<file path="src/rtl/net_fanout_collector.sv">
// Accumulates per-net fanout counts from a record stream, then drains (net, count) pairs in ascending net order.
// Define NET_FANOUT_SKIP_ZERO_EN to drain only nonzero nets; otherwise every net 0..2**NET_W-1 is emitted.
module net_fanout_collector #(
  parameter int NET_W = 4,
  parameter int CNT_W = 5
) (
  input  logic             clk,
  input  logic             rst,
  input  logic             in_valid,
  output logic             in_ready,
  input  logic [NET_W-1:0] in_net,
  input  logic             in_last,
  output logic             out_valid,
  input  logic             out_ready,
  output logic [NET_W-1:0] out_net,
  output logic [CNT_W-1:0] out_count,
  output logic             out_last,
  output logic             busy,
  output logic             overflow
);

  localparam int SLOTS = 2 ** NET_W;
  localparam logic [1:0] S_IDLE  = 2'd0;
  localparam logic [1:0] S_ACCUM = 2'd1;
  localparam logic [1:0] S_DRAIN = 2'd2;
  localparam logic [CNT_W-1:0] CNT_MAX = {CNT_W{1'b1}};

  logic [1:0]       state_q, state_d;
  logic [CNT_W-1:0] cnt_q [SLOTS];
  logic [CNT_W-1:0] cnt_d [SLOTS];
  logic [NET_W-1:0] ptr_q, ptr_d;
  logic             overflow_q, overflow_d;

  logic             accept;
  logic             pop;
  logic             has_above;
  logic [NET_W-1:0] next_above;
  logic [NET_W-1:0] entry_ptr;

  assign in_ready  = (state_q != S_DRAIN);
  assign busy      = (state_q != S_IDLE);
  assign out_valid = (state_q == S_DRAIN);
  assign out_net   = ptr_q;
  assign out_count = out_valid ? cnt_q[ptr_q] : '0;
  assign out_last  = out_valid && !has_above;
  assign overflow  = overflow_q;

  assign accept = in_valid && in_ready;
  assign pop    = out_valid && out_ready;

`ifdef NET_FANOUT_SKIP_ZERO_EN
  // Nearest nonzero net strictly above the drain pointer.
  always_comb begin
    has_above  = 1'b0;
    next_above = '0;
    for (int i = SLOTS - 1; i >= 0; i--) begin
      if ((i > int'(ptr_q)) && (cnt_q[i] != '0)) begin
        has_above  = 1'b1;
        next_above = NET_W'(i);
      end
    end
  end

  // Lowest nonzero net after the final record has been counted.
  always_comb begin
    entry_ptr = '0;
    for (int i = SLOTS - 1; i >= 0; i--) begin
      if (cnt_d[i] != '0) entry_ptr = NET_W'(i);
    end
  end
`else
  assign has_above  = (ptr_q != {NET_W{1'b1}});
  assign next_above = ptr_q + 1'b1;
  assign entry_ptr  = '0;
`endif

  always_comb begin
    state_d    = state_q;
    ptr_d      = ptr_q;
    overflow_d = overflow_q;
    for (int i = 0; i < SLOTS; i++) cnt_d[i] = cnt_q[i];

    if (accept) begin
      if (cnt_q[in_net] == CNT_MAX) overflow_d = 1'b1;
      else                          cnt_d[in_net] = cnt_q[in_net] + 1'b1;
    end

    case (state_q)
      S_IDLE, S_ACCUM: begin
        if (accept) begin
          if (in_last) begin
            state_d = S_DRAIN;
            ptr_d   = entry_ptr;
          end else begin
            state_d = S_ACCUM;
          end
        end
      end
      S_DRAIN: begin
        if (pop) begin
          if (out_last) begin
            // Closing handshake wipes the table so the next netlist starts clean.
            state_d    = S_IDLE;
            ptr_d      = '0;
            overflow_d = 1'b0;
            for (int i = 0; i < SLOTS; i++) cnt_d[i] = '0;
          end else begin
            ptr_d = next_above;
          end
        end
      end
      default: state_d = S_IDLE;
    endcase
  end

  always_ff @(posedge clk or posedge rst) begin
    if (rst) begin
      state_q    <= S_IDLE;
      ptr_q      <= '0;
      overflow_q <= 1'b0;
      for (int i = 0; i < SLOTS; i++) cnt_q[i] <= '0;
    end else begin
      state_q    <= state_d;
      ptr_q      <= ptr_d;
      overflow_q <= overflow_d;
      for (int i = 0; i < SLOTS; i++) cnt_q[i] <= cnt_d[i];
    end
  end

endmodule
</file>
<file path="config.mk">
export PLATFORM = sky130hd
export DESIGN_NAME = net_fanout_collector
export DESIGN_NICKNAME = d
export VERILOG_FILES = /design/src/rtl/net_fanout_collector.sv
export SDC_FILE = /design/constraint.sdc
export NUM_CORES = 1
export LEC_CHECK = 0
export CAP_MARGIN = 15
export CORE_UTILIZATION = 45
export DETAILED_ROUTE_END_ITERATION = 12
export GPL_ROUTABILITY_DRIVEN = 0
export PLACE_DENSITY = 0.63
export SETUP_SLACK_MARGIN = 0.4
export SLEW_MARGIN = 10
export SYNTH_ARGS = -nofsm -noshare
export SYNTH_HDL_FRONTEND = slang
export SYNTH_SLANG_ARGS = --single-unit
</file>
<file path="constraint.sdc">
create_clock -name clk -period 5 [get_ports clk]
set_input_delay 0.75 -clock clk [delete_from_list [all_inputs] [get_ports clk]]
set_output_delay 0.75 -clock clk [all_outputs]
set_load 0.01 [all_outputs]
</file>
==> After elaboration in Yosys (flattened, before gate mapping) <==
Index checks and enable logic that the tools add are counted.
{ "op_classes": {"n_mux": 30, "bitwise": 2, "n_eq_ne": 9, "magnitude_cmp": 3, "addsub": 2, "reduce_logical": 11} }
{ "ops": {"columns": ["op", "n"], "rows": [
  ["$mux W80", 5],
  ["$bwmux W80", 1],
  ["$bmux W5 S4", 2],
  ["$mux W5", 6],
  ["$demux W5 S4", 1],
  ["$mux W4", 4],
  ["$ge A5 B5 Y1 const B", 2],
  ["$not A4 Y5", 2],
  ["$mux W2", 4],
  ["$pmux W4 S2", 1],
  ["$ne A2 B2 Y1 const B", 3],
  ["$add A5 B1 Y5 const B", 1],
  ["$eq A5 B5 Y1 const B", 1],
  ["$lt A5 B1 Y1 const B", 1],
  ["$mux W1", 5],
  ["$add A4 B1 Y4 const B", 1],
  ["$logic_and A1 B1 Y1", 4],
  ["$ne A2 B1 Y1 const B", 2],
  ["$ne A4 B4 Y1 const B", 1],
  ["$pmux W2 S2", 1],
  ["$reduce_and A4 Y1", 1],
  ["$reduce_bool A2 Y1", 2],
  ["$reduce_and A3 Y1", 1],
  ["$eq A2 B1 Y1 const B", 1],
  ["other kinds (4)", 4]
]} }
{ "word_totals": {"inputBits": 9, "out_inout_bits": 14, "reg_bits": 87, "elab_cells": 76} }

==> Depth between registers and ports, before layout <==
Gate-level depths: netlist of the first run.
{ "logic_depth": {"ltp_word": 11, "ltp_mapped": 14} }

==> Worst setup path before layout of the first run <==
Ideal clock, no wire load.
{ "synth_path": {"kind": "input-to-reg", "start": "input in_net[0]", "end": "register cnt_q[71] (netlist bit)", "setup_slack_ps": 866, "path_buffers": 4, "stages": 14, "required_time_ps": 4868, "arrival_ps": 4003, "path_cell_list": "buf_4 buf_6 mux4_2 a22oi_1 nand3_2 clkbuf_1 ha_1 and3_1 ha_1 or3b_1 clkbuf_1 nor4_2 mux2i_1 nor2_1"} }
{ "synth_lines": {"columns": ["item", "line", "source"], "rows": [
  ["start: declaration", "11", "input logic [NET_W-1:0] in_net,"],
  ["end: declaration", "29", "logic [CNT_W-1:0] cnt_q [SLOTS];"]
]} }

==> results of run 1 <==
[metrics by stage]
step | power, mW | setup WS (ns)
after global routing | 3.19 | 0.731
after CTS | 3.02 | 0.921
after global placement | 2.44 | 0.593
after detailed placement | 2.48 | 0.537
after floorplan | 2.09 | 0.866
final | 3.00 | 0.916
[final timing paths]
path / from / endpoint / slack, ns / cells after the start
max: in_net[0] / cnt_q[76]$_DFF_PP0_ / 0.92 / 11
min: state_q[1]$_DFFE_PP0P_ / state_q[0]$_DFFE_PP0P_ / 0.48 / 1
max reg2reg: cnt_q[1]$_DFF_PP0_ / cnt_q[76]$_DFF_PP0_ / 1.66 / 9
min reg2reg: state_q[1]$_DFFE_PP0P_ / state_q[0]$_DFFE_PP0P_ / 0.48 / 1
max in group asynchronous: rst / cnt_q[31]$_DFF_PP0_ / 3.15 / 3
min in group asynchronous: rst / cnt_q[54]$_DFF_PP0_ / 0.86 / 2
[area by class of cell]
cell class                      count  share of cell area
Timing Repair Buffer               47              0.0759
Tap cell                          136              0.0307
Clock inverter                      6              0.0154
Inverter                            2             0.00158
Clock buffer                       10              0.0230
Multi-Input combinational cell    283               0.461
Sequential cell                    87               0.393
[logic make-up after synthesis]
family / after synthesis / synth area share
xor gates and xnor gates: 2 / 0.00667
DFF: 87 / 0.446
muxes: 81 / 0.289
buffers and inverters: 35 / 0.0321
AOI/OAI and AO/OA: 75 / 0.0987
and+or+nand+nor: 122 / 0.119
adders and majority gates: 3 / 0.00770
[report_power, final]
group | internal [mW] | total (mW) | switching, mW
clock network | 0.280 | 0.532 | 0.252
logic | 0.663 | 1.25 | 0.587
registers | 0.976 | 1.22 | 0.244
[state kept, by name (all words and copies together) (netlist names)]
name,flops
out_net,4
state_q,2
cnt_q,80
overflow,1
[layout by cell type (no fill, tap or decap), types with 2 or more instances in the layout]
cell type / n
dfrtp_1: 87
nor2_1: 82
mux4_2: 48
a211oi_1: 33
mux2i_1: 33
buf_4: 24
clkdlybuf4s50_1: 22
o21ai_0: 17
a21oi_1: 17
clkbuf_8: 9
nand2_1: 8
and2_1: 6
nand3_1: 5
nor4_2: 3
clkinv_2: 3
ha_1: 3
nor2b_1: 2
a22oi_1: 2
nand3_2: 2
and3_1: 2
nand4b_1: 2
or2_2: 2
a22o_1: 2
bufinv_16: 2
clkinvlp_4: 2
[worst max-delay path: cells and delay by family]
family / cells / cell delay, ns
adders and majority gates: 2 / 0.47
and+or+nand+nor: 4 / 1.10
buffers and inverters: 2 / 0.72
muxes: 3 / 1.26
[metal layers]
layer / track usage / up-vias
li1: - / 1578
met1: 0.346 / 1776
met2: 0.376 / 142
met3: 0.0392 / 14
met4: 0.0724 / 0
met5: 0 / -
==> impl_metrics.py, run 1 <==
metrics = {
    "synthesis": {
        "synth_edf_count": 0,
        "ys_seq_area_frac": 0.446,
        "synth_cell_types": 38,
        "avgSynthCellArea_um2": 12.0,
        "synth_common_cells": "dfrtp_1, nor2_1, mux4_2",
        "yosysTopAreaCell": "dfrtp_1",
        "ys_ff_latch": 87,
        "synth.net_count": 417,
        "yosysWarnings": 0,
        "synth_area_um2": 4880,
        "synth.area.top_cells": "dfrtp_1, mux4_2, mux2i_1",
        "syn-instance-count": 405,
        "synthArstFlopShare": 1.00,
        "synth_top_area_share": 0.446,
        "synth.most_common_cell": "dfrtp_1",
        "ys.flop_type": "dfrtp_1",
    },
    "cts": {
        "postCtsSetupBuffers": 0,
        "clock_latency_ns": 0.36,
        "clock-root-buffer": "clkbuf_8",
        "clk_pin_slew_worst_paths_ns": 0.08,
        "cts_buffer_depth": 2,
        "tritoncts": "yes",
        "cts_num_sinks": 87,
        "cts.htree.levels": 3,
        "cts_resized": 0,
        "cts_buffers": 9,
        "postCtsHoldBufs": 0,
    },
    "critical_path": {
        "worstPathCellList": "clkdlybuf4s50_1 -> buf_12 -> mux4_2 -> mux4_2 -> ha_1 -> and3_1 -> ha_1 -> or3_1 -> nor4_4 -> mux2i_1 -> nor2_1",
        "critical_path_class": "primary input to flip-flop",
        "crit_required_ns": 5.21,
        "cp_max_fo": 24,
        "slowest_stage": "mux4_2",
        "startpoint_type": "primary input",
        "slowest_delay_ns": 0.53,
        "cp.arrival_ns": 4.30,
        "critPathCaptureType": "flip-flop",
    },
    "floorplan": {
        "core_um2": 10400,
        "rows": 37,
        "ios": 23,
        "initial_core_util": 0.468,
        "die_w_um": 106,
        "die_area_um2": 11300,
        "chipHeight_um": 106,
    },
    "sta": {
        "hold-worst-slack_ns": 0.478,
        "relSlewSlack": 0.357,
        "drv_slew": 0,
        "period_share": 0.817,
        "tns_ns": 0,
        "hold_violations": 0,
        "rsz0062_at_grt": "false",
        "worst_pin_slew_ns": 0.960,
        "period_needed_ns": 4.08,
        "fmax_mhz": 245,
        "fin_worst_skew_ns": 0.0134,
        "setup_viol": 0,
    },
    "global_route": {
        "first_global_vias": 3491,
        "antenna_found_initial": 0,
        "gr-total-overflow": 0,
        "grt_pass1_wl_um": 19900,
        "grt_start_max_net_pins": 52,
        "grt_use_total": 0.240,
    },
    "pwr": {
        "cellPowerDensity_nw_per_um2": 542,
        "p_leak_nw": 2.18,
        "vdd_drop_max_uv": 262,
    },
    "place": {
        "hpwl_um": 8320,
        "postPlaceCellArea_um2": 5330,
        "io_buffers": 22,
        "placed_cells": 555,
    },
    "route": {
        "drc": 0,
        "detail_route.iter0.violations": 290,
        "viasPerCell": 6.15,
        "ant_nets": 0,
        "detail_route.wl_per_cell_um": 21.3,
        "dr_wl_met3_um": 672,
        "dr_wl_met2_um": 5900,
        "totalWireLength_um": 12200,
        "top_layer": "met4",
        "wl_met1_um": 5430,
        "dr.pass1.iters": 4,
        "num_vias": 3510,
    },
    "layout": {
        "multi_input_area_um2": 2550,
        "design_area_um2": 5540,
        "ff_latch_area_um2": 2180,
        "final_nets": 442,
        "syn_to_final_growth_pct": 13.6,
        "post-route-util": 0.532,
        "fill_cells": 911,
        "drive_gt1_frac": 0.230,
        "n_antenna_cell": 0,
        "final_cells": 571,
    },
    "worst_hold_path": {
        "min_path_type": "flip-flop to flip-flop",
    },
    "status": {
        "status": "complete, no violations",
    },
    "job": {
        "maxCapViolCount": 0,
    },
}
Power figures use the tool's default switching activity.
==> run 2: changes to the inputs <==
==> constraint.sdc (replaced) <==
create_clock -name clk -period 4.2 [get_ports clk]
set_input_delay 0.63 -clock clk [delete_from_list [all_inputs] [get_ports clk]]
set_output_delay 0.63 -clock clk [all_outputs]
set_load 0.01 [all_outputs]
==> run 2 against run 1 <==
Final cell count up 1.4%. Largest power group unchanged. Count of clock-buffer cells in the layout rose by 1. Clock skew decreased by 0.0023 ns. Register-to-register slack got worse by 0.63 ns. Flip-flop and latch count unchanged. Global-route usage about the same. Sequential power rose by 19%. Critical path depth is 1 higher. Routed wire length up 0.86%. Design area increased by 2.7%. Hold slack hardly changed. Via count increased by 1.7%.
==> impl_metrics.py, run 2 (same netlist as run 1, synthesis figures left out) <==
metrics = {
    "critical_path": {
        "ff2ff_path_depth": 10,
        "crit_required_ns": 4.44,
        "cp.arrival_ns": 3.91,
        "cp_top_family": "multiplexers",
        "critPathCaptureType": "flip-flop",
        "critical_path_class": "primary input to flip-flop",
        "slowest_delay_ns": 0.52,
        "startpoint_type": "primary input",
        "worstPathCellList": "clkdlybuf4s50_1 -> buf_6 -> mux4_2 -> mux4_2 -> ha_2 -> and3_1 -> ha_2 -> or3b_4 -> nor4_4 -> buf_6 -> mux2i_1 -> nor2_1",
        "path_depth": 12,
        "cp_max_fo": 8,
        "slowest_stage": "mux4_2",
        "critPathBufInv": 3,
    },
    "route": {
        "dr_wl_met3_um": 843,
        "num_vias": 3571,
        "wl_met1_um": 5250,
        "detail_route.iter0.violations": 214,
        "dr_wl_met2_um": 5960,
        "totalWireLength_um": 12300,
        "dr.pass1.iters": 5,
        "drc": 0,
        "ant_nets": 0,
        "viasPerCell": 6.17,
        "detail_route.wl_per_cell_um": 21.2,
        "top_layer": "met4",
    },
    "layout": {
        "largest_reg_flops": 80,
        "drive_gt1_frac": 0.264,
        "final_cell_mix": "dfrtp_1, nor2_1, mux4_2, a211oi_1, mux2i_1",
        "final_cells": 579,
        "final_nets": 450,
        "max_flop_register": "cnt_q",
        "syn_to_final_growth_pct": 16.6,
        "n_antenna_cell": 0,
        "final_common_cell": "dfrtp_1",
    },
    "floorplan": {
        "ios": 23,
        "initial_core_util": 0.468,
        "die_area_um2": 11300,
        "core_um2": 10400,
        "die_w_um": 106,
        "chipHeight_um": 106,
        "rows": 37,
    },
    "cts": {
        "cts_buffer_depth": 2,
        "cts_num_sinks": 87,
        "clock-root-buffer": "clkbuf_8",
        "clk_pin_slew_worst_paths_ns": 0.09,
        "postCtsHoldBufs": 0,
        "cts_buffers": 9,
        "clock_latency_ns": 0.37,
        "tritoncts": "yes",
        "cts.htree.levels": 3,
    },
    "global_route": {
        "grt_start_max_net_pins": 66,
        "first_global_vias": 3562,
        "antenna_found_initial": 0,
        "gr-total-overflow": 0,
        "grt_pass1_wl_um": 20000,
        "grt_use_total": 0.240,
    },
    "sta": {
        "hold_violations": 0,
        "relSlewSlack": 0.349,
        "rsz0062_at_grt": "false",
        "hold-worst-slack_ns": 0.479,
        "period_needed_ns": 3.67,
        "drv_slew": 0,
        "tns_ns": 0,
        "worst_pin_slew_ns": 0.976,
        "period_share": 0.874,
        "setup_viol": 0,
        "fmax_mhz": 272,
        "fin_worst_skew_ns": 0.0111,
    },
    "worst_hold_path": {
        "min_path_type": "flip-flop to flip-flop",
        "hold_depth": 1,
    },
    "pwr": {
        "cellPowerDensity_nw_per_um2": 642,
        "p_leak_nw": 2.23,
        "vdd_drop_max_uv": 361,
    },
    "status": {
        "status": "complete, no violations",
    },
    "place": {
        "placed_cells": 562,
        "hpwl_um": 8320,
        "io_buffers": 22,
    },
    "job": {
        "maxCapViolCount": 0,
    },
}
## run 2: area by class of cell
class	instances	area [µm²]
Tap cell	136	170
Inverter	2	8.76
Sequential cell	87	2180
Multi-Input combinational cell	283	2600
Clock inverter	5	80.1
Fill cell	911	4730
Clock buffer	11	151
Timing Repair Buffer	55	500
## run 2: final timing paths
| check | from | endpoint | slack (ns) |
|---|---|---|---|
| min reg2reg | state_q[1]$_DFFE_PP0P_ | state_q[0]$_DFFE_PP0P_ | 0.48 |
| min | state_q[1]$_DFFE_PP0P_ | state_q[0]$_DFFE_PP0P_ | 0.48 |
| max reg2reg | cnt_q[66]$_DFF_PP0_ | cnt_q[74]$_DFF_PP0_ | 1.03 |
| min in group asynchronous | rst | cnt_q[56]$_DFF_PP0_ | 0.77 |
| max | in_net[0] | cnt_q[74]$_DFF_PP0_ | 0.53 |
| max in group asynchronous | rst | cnt_q[35]$_DFF_PP0_ | 2.62 |
## run 2: where the power goes
group | switching [mW] | internal, mW | total [mW] | leakage, nW
clock | 0.307 | 0.366 | 0.673 | 0.112
combinational | 0.696 | 0.834 | 1.53 | 1.04
sequential | 0.290 | 1.16 | 1.45 | 1.08
total | 1.29 | 2.36 | 3.65 | 2.23
## run 2: per-stage QoR
| step | power, mW | worst slack (ns) | utilization | area (µm²) |
|---|---|---|---|---|
| finish | 3.65 | 0.527 | 0.546 | 5690 |
| global route | 3.89 | 0.399 | 0.546 | 5690 |
| CTS | 3.68 | 0.401 | 0.543 | 5650 |
| detailed placement | 2.99 | 0.00240 | 0.520 | 5420 |
| global placement | 2.95 | 0.0479 | 0.520 | 5420 |
| floorplan | 2.50 | 0.423 | - | 4920 |
## run 2: repair_timing
action | 4_1_cts | 5_1_grt
endpoints found under the hold margin | 0 | 0
endpoints found under the setup margin | 0 | 26
buffers inserted | 0 | 1
gates resized for setup | 0 | 7
## run 2: per-layer routing
metal | GRT usage | up-vias
li1 | - | 1586
met5 | 0 | -
met2 | 0.364 | 128
met3 | 0.0699 | 17
met1 | 0.335 | 1840
met4 | 0.0744 | 0
==> run 3: changes to the inputs <==
--- a/config.mk
+++ b/config.mk
@@ -8,7 +8,6 @@
 export CAP_MARGIN = 15
 export CORE_UTILIZATION = 45
 export DETAILED_ROUTE_END_ITERATION = 12
-export GPL_ROUTABILITY_DRIVEN = 0
 export PLACE_DENSITY = 0.63
 export SETUP_SLACK_MARGIN = 0.4
 export SLEW_MARGIN = 10
==> results of run 3 <==
Same layout as run 2: the final DEF is identical, and so are final timing and power.
